## config.mk

```make
export PLATFORM = sky130hd
export DESIGN_NAME = riscv_wb_unit
export DESIGN_NICKNAME = d
export VERILOG_FILES = /design/src/rtl/riscv_wb_unit.sv
export SDC_FILE = /design/constraint.sdc
export NUM_CORES = 1
export LEC_CHECK = 0
export ABC_AREA = 0
export CORE_ASPECT_RATIO = 1.2
export CORE_MARGIN = 2
export CORE_UTILIZATION = 41
export DETAILED_ROUTE_END_ITERATION = 12
export GPL_TIMING_DRIVEN = 0
export PLACE_DENSITY = 0.78
export SYNTH_ARGS = -nofsm -noshare
export SYNTH_HDL_FRONTEND = slang
export SYNTH_SLANG_ARGS = --single-unit
```

## constraint.sdc

```tcl
create_clock -name clk_i -period 3.19 [get_ports clk_i]
set_input_delay 0.638 -clock clk_i [delete_from_list [all_inputs] [get_ports clk_i]]
set_output_delay 0.638 -clock clk_i [all_outputs]
set_load 0.03 [all_outputs]
```

## src/rtl/riscv_wb_unit.sv

```systemverilog
// riscv_wb_unit: writeback arbiter giving ALU results priority over a buffered, extended load-result FIFO.
// Optional RISCV_WB_PERF_EN adds WbCnt_o, a wrapping count of register-file write cycles.
module riscv_wb_unit #(
  parameter int FIFO_DEPTH = 2
) (
`ifdef RISCV_WB_PERF_EN
  output logic [31:0] WbCnt_o,
`endif
  input  logic        clk_i,
  input  logic        rst_i,
  input  logic        AluValid_i,
  input  logic [4:0]  AluAddrD_i,
  input  logic [31:0] AluData_i,
  input  logic        LdValid_i,
  output logic        LdReady_o,
  input  logic [4:0]  LdAddrD_i,
  input  logic [31:0] LdData_i,
  input  logic [2:0]  LdFunct3_i,
  input  logic [1:0]  LdByteOff_i,
  output logic        LdStall_o,
  output logic [4:0]  AddrD_o,
  output logic [31:0] DataD_o,
  output logic        RegWEn_o
);
  localparam int PW = $clog2(FIFO_DEPTH);
  localparam logic [PW:0] DEPTH_C = (PW+1)'(FIFO_DEPTH);
  logic [31:0] data_mem [FIFO_DEPTH];
  logic [4:0]  addr_mem [FIFO_DEPTH];
  logic [PW-1:0] wptr_q, wptr_d, rptr_q, rptr_d;
  logic [PW:0]   cnt_q, cnt_d;
  logic [4:0]    addr_q, addr_d;
  logic [31:0]   data_q, data_d, ext;
  logic          wen_q, wen_d, push, pop;
  logic [7:0]    b;
  logic [15:0]   h;
  assign LdReady_o = !rst_i && (cnt_q < DEPTH_C);
  assign LdStall_o = !LdReady_o;
  assign AddrD_o   = rst_i ? '0 : addr_q;
  assign DataD_o   = rst_i ? '0 : data_q;
  assign RegWEn_o  = !rst_i && wen_q;
  always_comb begin
    b      = LdData_i[{LdByteOff_i, 3'b000} +: 8];
    h      = LdByteOff_i[1] ? LdData_i[31:16] : LdData_i[15:0];
    ext    = LdFunct3_i == 3'b000 ? {{24{b[7]}}, b} :
             LdFunct3_i == 3'b100 ? {24'h0, b} :
             LdFunct3_i == 3'b001 ? {{16{h[15]}}, h} :
             LdFunct3_i == 3'b101 ? {16'h0, h} :
             LdFunct3_i == 3'b010 ? LdData_i : 32'h0;
    push   = LdValid_i && LdReady_o;
    // head is only visible from the registered count, so a fresh enqueue waits a cycle
    pop    = !AluValid_i && cnt_q != '0;
    wptr_d = push ? wptr_q + PW'(1) : wptr_q;
    rptr_d = pop ? rptr_q + PW'(1) : rptr_q;
    cnt_d  = cnt_q + (PW+1)'(push) - (PW+1)'(pop);
    addr_d = AluValid_i ? AluAddrD_i : pop ? addr_mem[rptr_q] : addr_q;
    data_d = AluValid_i ? AluData_i : pop ? data_mem[rptr_q] : data_q;
    wen_d  = (AluValid_i || pop) && addr_d != 5'd0;
  end
  always_ff @(posedge clk_i) begin
    if (push) begin
      data_mem[wptr_q] <= ext;
      addr_mem[wptr_q] <= LdAddrD_i;
    end
  end
  always_ff @(posedge clk_i) begin
    if (rst_i) begin
      wptr_q <= '0;
      rptr_q <= '0;
      cnt_q  <= '0;
      addr_q <= '0;
      data_q <= '0;
      wen_q  <= 1'b0;
    end else begin
      wptr_q <= wptr_d;
      rptr_q <= rptr_d;
      cnt_q  <= cnt_d;
      addr_q <= addr_d;
      data_q <= data_d;
      wen_q  <= wen_d;
    end
  end
`ifdef RISCV_WB_PERF_EN
  logic [31:0] wb_cnt_q, wb_cnt_d;
  assign WbCnt_o = wb_cnt_q;
  always_comb wb_cnt_d = wb_cnt_q + 32'(wen_d);
  always_ff @(posedge clk_i) begin
    if (rst_i) wb_cnt_q <= '0;
    else wb_cnt_q <= wb_cnt_d;
  end
`endif
endmodule

```

==> metrics.txt, run 1 <==
CTS tree=built; WL final=14.5 mm; Worst-path clk slew=0.05 ns; highest cell delay on the worst timing path=0.71 ns; synthesis-to-layout area growth=36.2%; die width=110 µm; Top Layer Used=met4; antenna viol nets, final=0; drt wl/cell=17.5 µm; WS Path Type=in -> out; pin count of the biggest net entering global routing=38; RePlAce Congestion=0.906; Finished Core Util=0.569; Max Cap Violations=0; Root Buffer=clkbuf_16; Std-Cell Rows=46; Crit path arrival time=2.09 ns; Iter 0 DRT Violations=349; post-synthesis sequential area ratio=0.560; Sequential Power Share=0.351; CP Max Fanout=11; Post-synth EDFFs=74; Sw Ratio=0.309; Sw Pwr=1680 µW; fin worst setup slack=0.461 ns; worst path cell trace=dlymetal6s2s_1 > clkbuf_2 > nor2b_1 > clkdlybuf4s50_1; Placed Instance Area=0.00695 mm²; power per cell area=724 mW/mm²; RSZ-0062 raised after global routing=no; DRT met1 WL=5.79 mm; combinational share of power=0.330; Crit-path slowest cell=clkdlybuf4s50_1; min Tclk post-route=2.73 ns; Finished Cell Area=0.00750 mm²; Primary FF master, synth=edfxtp_1; Core ar.=0.0132 mm²; Mapped Nets=594; global-route wire length before repair=22.6 mm; Cells after Synth=509; Critical Path Source=rst_i; most frequent cell after synthesis=edfxtp_1; wire length on met2=7.35 mm; Tcrit/Tclk final=0.855; CTS Sinks=117; Die ar.=0.0144 mm²; port bufs=120; Total Nets Final=733; Yosys reg bits=117; Post-Place Setup Slack=-0.198 ns; synth cell count leaders=edfxtp_1, a21oi_1, nand2_1; H-Tree Depth=4; latest clock arrival within the worst-skew pair=0.41 ns; clk buf depth=2; Pleak=0.00274 µW; HP Class=reg -> reg; Residual DRC=0; Clk network pwr share=0.319; FF+latch area=0.00308 mm²; Synth cell types=39; CTS buffer count=17; min-delay src=rptr_q; DR WL met3=1.03 mm; largest cells by area after synthesis=edfxtp_1, dfxtp_1, mux2i_1; Worst Hold Path Cells=2; Cell Area, Synth=0.00551 mm²; Fillers=1109; Slew headroom=0.393; critical path endpoint category=primary output; yosys warns=0; number of global-route vias before repair=4483; syn_area_per_cell=10.8 µm²; Chip Height=131 µm; multi-input logic area=0.00216 mm²; Peak Freq=366 MHz; asr flop ratio synth=0; total I/O pin count=123; worst clock skew=0.00673 ns; # setup viols final=0; startpoint types=input port; diode count=0; RR Startpoint=cnt_q[1]; worst vdd ir=425 µV; worst path required time=2.55 ns; initial core utilization=0.418; # Post-CTS Setup Buffers=0; Worst R2R Path Depth=3; Yosys top cell area share=0.404; gr usage total=0.208; DRT Pass-1 Iters=4; max-slew violations=0; initial antenna violation count=0; Final Hold Vio Count=0; cts hold-fix bufs=0; DP HPWL=11.0 mm; status=completed; fraction of layout cells with a size suffix above 1=0.103; worst slew pin tran=0.910 ns; Via Count=4464; Synth area leader=edfxtp_1; vias per cell=5.38; total grt overflow=0; P_int=3750 µW
## through the flow
stage / power, µW / TNS (ns) / hold slack (ns) / cells
6_report: 5430 / 0 / 0.530 / 829
4_1_cts: 5440 / 0 / 0.522 / 829
3_3_place_gp: 3640 / -6.78 / 0.495 / 797
5_1_grt: 5690 / 0 / 0.596 / 829
2_1_floorplan: 3150 / 0 / 0.481 / 509
3_5_place_dp: 3710 / -3.77 / 0.504 / 798
## cell type report
class,instances,area share
multi-input combinational,344,0.288
clock buffer,18,0.0572
sequential,117,0.411
inverter,6,0.00300
tap,168,0.0280
clock inverter,14,0.0157
buffer,41,0.0337
timing repair buffer,121,0.163
## final timing paths
check	end	slack, ns
setup / recovery	DataD_o[27]	0.46
hold / removal	rptr_q	0.53
setup reg to reg	data_mem[1][25]	1.32
hold reg to reg	rptr_q	0.53
## critical path, delay by kind of cell
family	cells	cell delay, ns
buf+inv	3	1.25
simple gates	1	0.21
## registers in the layout (all words and copies together) (netlist names), named ones only
signal    flops
wen_q         1
addr_mem     10
addr_q        5
rptr_q        1
wptr_q        1
cnt_q         2
data_q       32
data_mem     64
## placed cells by master (no fill, tap or decap), types with 2 or more instances in the layout
master	instances
clkinv_1	4
xor2_1	2
a221oi_1	2
xnor2_1	2
a22oi_1	8
nor3b_1	8
a21oi_1	59
mux2_2	6
nor2b_1	41
bufinv_16	2
nor3_1	2
buf_6	9
clkbuf_16	17
nor2_1	44
nand2_1	53
nor4_1	2
o21ai_1	4
inv_1	6
buf_2	11
a211o_1	34
clkbuf_2	5
mux2i_1	38
clkinv_2	7
clkbuf_4	3
o21ai_0	20
clkdlybuf4s50_1	119
dfxtp_1	43
ha_1	2
clkbuf_1	13
edfxtp_1	74
o21bai_1	2
nand2b_1	3
## metal layers
metal | global-route usage | up-vias
met5 | 0 | -
met4 | 0.0938 | 0
met1 | 0.245 | 2117
met3 | 0.0481 | 24
li1 | - | 2115
met2 | 0.359 | 208
## logic make-up (layout without fill, tap and decap cells)
| kind of cell | after synthesis | in the layout | synth area share |
|---|---|---|---|
| AOI/OAI and AO/OA | 136 | 136 | 0.158 |
| xor gates and xnor gates | 4 | 4 | 0.00636 |
| adders and majority gates | 2 | 2 | 0.00454 |
| buffers and inverters | 48 | 200 | 0.0498 |
| DFF | 117 | 117 | 0.560 |
| muxes | 46 | 46 | 0.0875 |
| and+or+nand+nor | 156 | 156 | 0.134 |
## repair_timing
action,CTS,global route
gates resized for setup,2,5
endpoints found under the setup margin,38,28
hold endpoints to repair,0,0
## power by group through the flow
stage,registers [µW],logic [µW],clock network [µW]
floorplan,1910,1240,0
global placement,1920,1710,0
detailed placement,1930,1780,0
CTS,1900,1790,1740
global route,1920,1940,1820
finish,1900,1790,1730
Power figures use the tool's default switching activity.
==> run 2, diff against run 1 <==
Settings changed: SLEW_MARGIN set to 10.
==> run 2 against run 1 <==
  * Clock skew rose by 0.0021 ns
  * Largest cell class unchanged
  * Clock-buffer cell count increased by 8
  * First-iteration DRC count decreased by 6.0%
  * Cell count rose by 0.12%
  * Global-route usage grew 0.38 points
  * Design area rose by 0.18%
  * Critical endpoint is now DataD_o[28]
  * Largest power group unchanged
  * Fmax shrank 0.53%
  * Flip-flop and latch count did not move
  * Sequential power barely moved
  * Via count hardly changed
  * Clock power about the same
  * Die area did not move
==> metrics.txt, run 2 (synthesis gave the netlist of run 1 again) <==
synthesis-to-layout area growth=36.4%; Hold WS=0.534 ns (+0.00398 ns); startpoint types=input port; RePlAce Congestion=0.906 (unchanged); Worst R2R Path Depth=9 (+6); WS Path Type=in -> out; Iter 0 DRT Violations=328 (-6.0%); initial core utilization=0.418 (unchanged); Fillers=1086 (-2.1%); Slew headroom=0.607 (+0.214); latest clock arrival within the worst-skew pair=0.41 ns (about the same); die width=110 µm (unchanged); Via Count=4465 (+0.022%); CTS buffer count=17 (unchanged); most frequent cells in the layout=clkdlybuf4s50_1, edfxtp_1, a21oi_1, nand2_1, nor2_1; vias per cell=5.38 (about the same); clk buf depth=2 (unchanged); Tcrit/Tclk final=0.860 (+0.00452); diode count=0 (unchanged); min-delay src=rptr_q; pin count of the biggest net entering global routing=33 (-13%); Total Nets Final=734 (+0.14%); drt wl/cell=17.9 µm (+2.0%); FF-to-FF End=cnt_q[1]; Crit path arrival time=2.11 ns (+0.02 ns); Finished Core Util=0.570 (+0.00104); non-filler cells, final=830 (+0.12%); Hold EP=rptr_q; worst path required time=2.55 ns (about the same); most common cell after layout, fill and taps aside=clkdlybuf4s50_1; RR Startpoint=cnt_q[1]; Peak Freq=365 MHz (-0.53%); critical path endpoint category=primary output; Tot Pwr=5420 µW (-0.19%); Std-Cell Rows=46 (unchanged); Chip Height=131 µm (unchanged); fraction of layout cells with a size suffix above 1=0.0997 (-0.00318); H-Tree Depth=4 (unchanged); total grt overflow=0 (unchanged); Die ar.=0.0144 mm² (unchanged); DRT Pass-1 Iters=5 (+1); power per cell area=721 mW/mm² (-0.37%); CTS Sinks=117 (unchanged); max-slew violations=0 (unchanged); gr usage total=0.212 (+0.00382); Max Cap Violations=0 (unchanged); Core ar.=0.0132 mm² (unchanged); HP Class=reg -> reg; CP Max Fanout=11 (unchanged); Pleak=0.00275 µW (+0.25%); # setup viols final=0 (unchanged); initial antenna violation count=0 (unchanged); Residual DRC=0 (unchanged); status=completed; Final Hold Vio Count=0 (unchanged); top flop regs=data_mem (64), data_q (32), addr_mem (10); Worst-path clk slew=0.05 ns (about the same); Top reg by flops=data_mem; worst clock skew=0.00881 ns (+0.00208 ns); worst slew pin tran=0.589 ns (-0.322 ns); placed cell count=799 (+0.13%); Root Buffer=clkbuf_16; worst vdd ir=456 µV (+7.4%); port bufs=120 (unchanged); Largest register FFs=64 (unchanged); Worst Hold Path Cells=2 (unchanged); RSZ-0062 raised after global routing=no; antenna viol nets, final=0 (unchanged); min Tclk post-route=2.74 ns (+0.0144 ns); setup TNS=0 ns (unchanged); total I/O pin count=123 (unchanged); WL final=14.8 mm (+2.1%); global-route wire length before repair=22.8 mm (+0.95%); DP HPWL=11.1 mm (+0.76%); # Post-CTS Setup Buffers=0 (unchanged); r2r setup slk=1.36 ns (+0.04 ns); CTS tree=built; number of global-route vias before repair=4473 (-0.22%)
run 2: through the flow:
step | area [µm²] | setup slack, ns
CTS | 7510 | 0.0124
detailed placement | 6970 | -0.204
floorplan | 5510 | 0.427
global placement | 6920 | -0.178
global route | 7510 | 0.380
finish | 7510 | 0.447
run 2: worst max path at each step:
stage / start / endpoint / slack [ns] / depth (start not counted)
finish: rst_i / DataD_o[28] / 0.45 / 4
floorplan: rst_i / addr_mem[0][0] / 0.43 / 3
global placement: rst_i / DataD_o[11] / -0.18 / 5
detailed placement: rst_i / DataD_o[15] / -0.20 / 5
CTS: rst_i / DataD_o[11] / 0.01 / 4
global route: rst_i / DataD_o[15] / 0.38 / 4
run 2: layout make-up:
| cell class | count | area, µm² | share of cell area |
|---|---|---|---|
| multi-input combinational | 344 | 2160 | 0.287 |
| clock buffer | 26 | 489 | 0.0651 |
| buffer | 41 | 253 | 0.0336 |
| sequential | 117 | 3080 | 0.410 |
| inverter | 6 | 22.5 | 0.00300 |
| timing repair buffer | 122 | 1240 | 0.165 |
| tap | 168 | 210 | 0.0280 |
| clock inverter | 6 | 52.6 | 0.00700 |
run 2: what timing repair did:
item	CTS	global route
gates cloned	0	0
endpoints found under the setup margin	38	24
hold buffers	0	0
hold endpoints to repair	0	0
gates resized for setup	3	5
run 2: critical path, stage by stage:
cell and delay [ns]:
dlymetal6s2s_1 0.28, clkbuf_2 0.27, nor2b_1 0.21, clkdlybuf4s50_1 0.70
run 2: metal layers:
layer | GRT usage | vias up | share of wire
met5 | 0 | - | 0
met4 | 0.0827 | 0 | 0.019
met3 | 0.0481 | 21 | 0.070
met2 | 0.370 | 198 | 0.51
met1 | 0.252 | 2134 | 0.40
li1 | - | 2112 | -
run 2: report_power, final:
group	leakage [µW]	switching (µW)	internal [µW]	total [µW]
logic	0.00144	986	805	1790
clock network	0.000267	601	1120	1720
registers	0.00105	79.2	1830	1910
total	0.00275	1670	3750	5420
==> run 3, diff against run 2 <==
Settings changed: REMOVE_ABC_BUFFERS set to 1.
==> run 3 against run 2 <==
  * Wire length is 17% lower
  * Total power down 2.2%
  * Combinational power shrank 13%
  * Utilization is 0.96 points lower
  * Design area down 1.7%
  * Highest routed layer unchanged
  * Critical path type is now in -> reg
  * Sequential share of layout area rose by 0.72 points
  * Sequential power about the same
  * Register-to-register slack worse by 0.08 ns
  * Clock power increased by 5%
  * Fmax fell by 4.1%
==> metrics.txt, run 3 (synthesis gave the netlist of run 1 again) <==
min Tclk post-route=2.86 ns (+0.118 ns); worst path required time=3.24 ns (+0.69 ns); diode count=0 (unchanged); port bufs=122 (+1.7%); Tot Pwr=5300 µW (-2.2%); status=completed; CP top delay family=compound AO/OA/AOI/OAI gates; die width=110 µm (unchanged); fraction of layout cells with a size suffix above 1=0.0877 (-0.0120); Sw Pwr=1670 µW (+0.41%); H-Tree Depth=4 (unchanged); cts hold-fix bufs=0 (unchanged); clk buf depth=2 (unchanged); initial antenna violation count=0 (unchanged); # setup viols final=0 (unchanged); Final Hold Vio Count=0 (unchanged); Total Nets Final=699 (-4.8%); startpoint types=input port; Clk network pwr share=0.341 (+0.023); max-slew violations=0 (unchanged); Iter 0 DRT Violations=244 (-26%); total grt overflow=0 (unchanged); Hold WS=0.526 ns (-0.00710 ns); post-cts resize count=0 (-3); WS Path Type=in -> reg; setup TNS=0 ns (unchanged); CP Max Fanout=24 (+13); WL final=12.3 mm (-17%); gr usage total=0.174 (-0.0380); # Post-CTS Setup Buffers=0 (unchanged); HP Class=reg -> reg; critical path endpoint category=register; combinational share of power=0.293 (-0.037); Std-Cell Rows=46 (unchanged); Sw Ratio=0.316 (+0.00805); antenna viol nets, final=0 (unchanged); Via Count=4177 (-6.5%); global-route wire length before repair=19.0 mm (-17%); Tcrit/Tclk final=0.897 (+0.0371); synthesis-to-layout area growth=34.1%; DRT Pass-1 Iters=6 (+1); Pleak=0.00264 µW (-3.9%); Chip Height=131 µm (unchanged); latest clock arrival within the worst-skew pair=0.40 ns (about the same); most common cell after layout, fill and taps aside=clkdlybuf4s50_1; CTS Sinks=117 (unchanged); highest cell delay on the worst timing path=0.85 ns (+0.15 ns); Sequential Power Share=0.366 (+0.014); total I/O pin count=123 (unchanged); non-filler cells, final=795 (-4.2%); pin count of the biggest net entering global routing=84 (+150%); most frequent cells in the layout=clkdlybuf4s50_1, edfxtp_1, a21oi_1, nand2_1, nor2_1; drt wl/cell=15.5 µm (-13%); Top reg by flops=data_mem; worst vdd ir=559 µV (+22%); Worst-path clk slew=0.05 ns (about the same); Die ar.=0.0144 mm² (unchanged); worst slew pin tran=0.985 ns (+0.396 ns); CTS tree=built; r2r setup slk=1.28 ns (-0.08 ns); Slew headroom=0.341 (-0.266); P_int=3630 µW (-3.3%); number of global-route vias before repair=3913 (-13%); CTS buffer count=17 (unchanged); Worst Path Buf+Inv=1 (-2); Max Cap Violations=0 (unchanged); RSZ-0062 raised after global routing=no; Crit path arrival time=2.91 ns (+0.80 ns); Core ar.=0.0132 mm² (unchanged); worst path cell trace=clkdlybuf4s50_1 > mux2_2 > o211ai_2 > o21ai_0; vias per cell=5.25 (-2.3%); worst clock skew=0.00918 ns (+0.000366 ns); placed cell count=763 (-4.5%); Crit-path slowest cell=clkdlybuf4s50_1; RePlAce Congestion=0.894 (-1.3%); top flop regs=data_mem (64), data_q (32), addr_mem (10); Peak Freq=349 MHz (-4.1%); Residual DRC=0 (unchanged); initial core utilization=0.418 (unchanged); Root Buffer=clkbuf_16; power per cell area=718 mW/mm² (-0.48%); DP HPWL=8.78 mm (-21%); Largest register FFs=64 (unchanged)
run 3: changes by cell type in the layout (fill, tap and decap cells not counted), sizes merged:
cell / previous run / this run
clkbuf: 46 / 17
buf: 23 / 8
inv: 6 / 13
clkdlybuf4s50: 118 / 120
clkinvlp: 0 / 2
dlygate4sd2: 1 / 0
dlymetal6s2s: 1 / 0
run 3: path summary, 6_finish.rpt:
kind	cells past startpoint	startpoint	to
min reg2reg	2	rptr_q	register
max	4	LdByteOff_i[1]	data_mem[1][27]
max reg2reg	4	cnt_q[1]	wen_q
min	2	rptr_q	register
run 3: routing by layer:
metal / up-vias / track usage / wire, µm
met4: 0 / 0.0678 / 212
met2: 158 / 0.286 / 5950
met5: - / 0 / 0
met3: 14 / 0.0417 / 783
li1: 2046 / - / -
met1: 1959 / 0.221 / 5370
run 3: layout make-up:
type / instances / area, µm²
Fill cell: 1135 / 5800
Sequential cell: 117 / 3080
Multi-Input combinational cell: 344 / 2160
Timing Repair Buffer: 128 / 1340
Clock buffer: 17 / 425
Tap cell: 168 / 210
Clock inverter: 15 / 143
Inverter: 6 / 22.5
run 3: power by group through the flow:
stage | logic [µW] | registers [µW] | clock network (µW)
6_report | 1550 | 1940 | 1810
5_1_grt | 1720 | 1970 | 1910
4_1_cts | 1570 | 1940 | 1840
3_5_place_dp | 1560 | 1980 | 0
3_3_place_gp | 1450 | 2010 | 0
2_1_floorplan | 1010 | 1970 | 0
run 3: tightest hold or removal path, cell delays in order (launching register included):
cell,delay (ns)
dfxtp_1,0.32
xnor2_1,0.09
nor2_1,0.08
run 3: metrics by stage:
step           utilization  setup slack [ns]  instance area (µm²)
2_1_floorplan            -            -0.179                 5260
3_3_place_gp         0.507             -3.21                 6690
3_5_place_dp         0.517           -0.0525                 6820
4_1_cts              0.560             0.284                 7380
5_1_grt              0.560             0.176                 7380
6_report             0.560             0.328                 7380
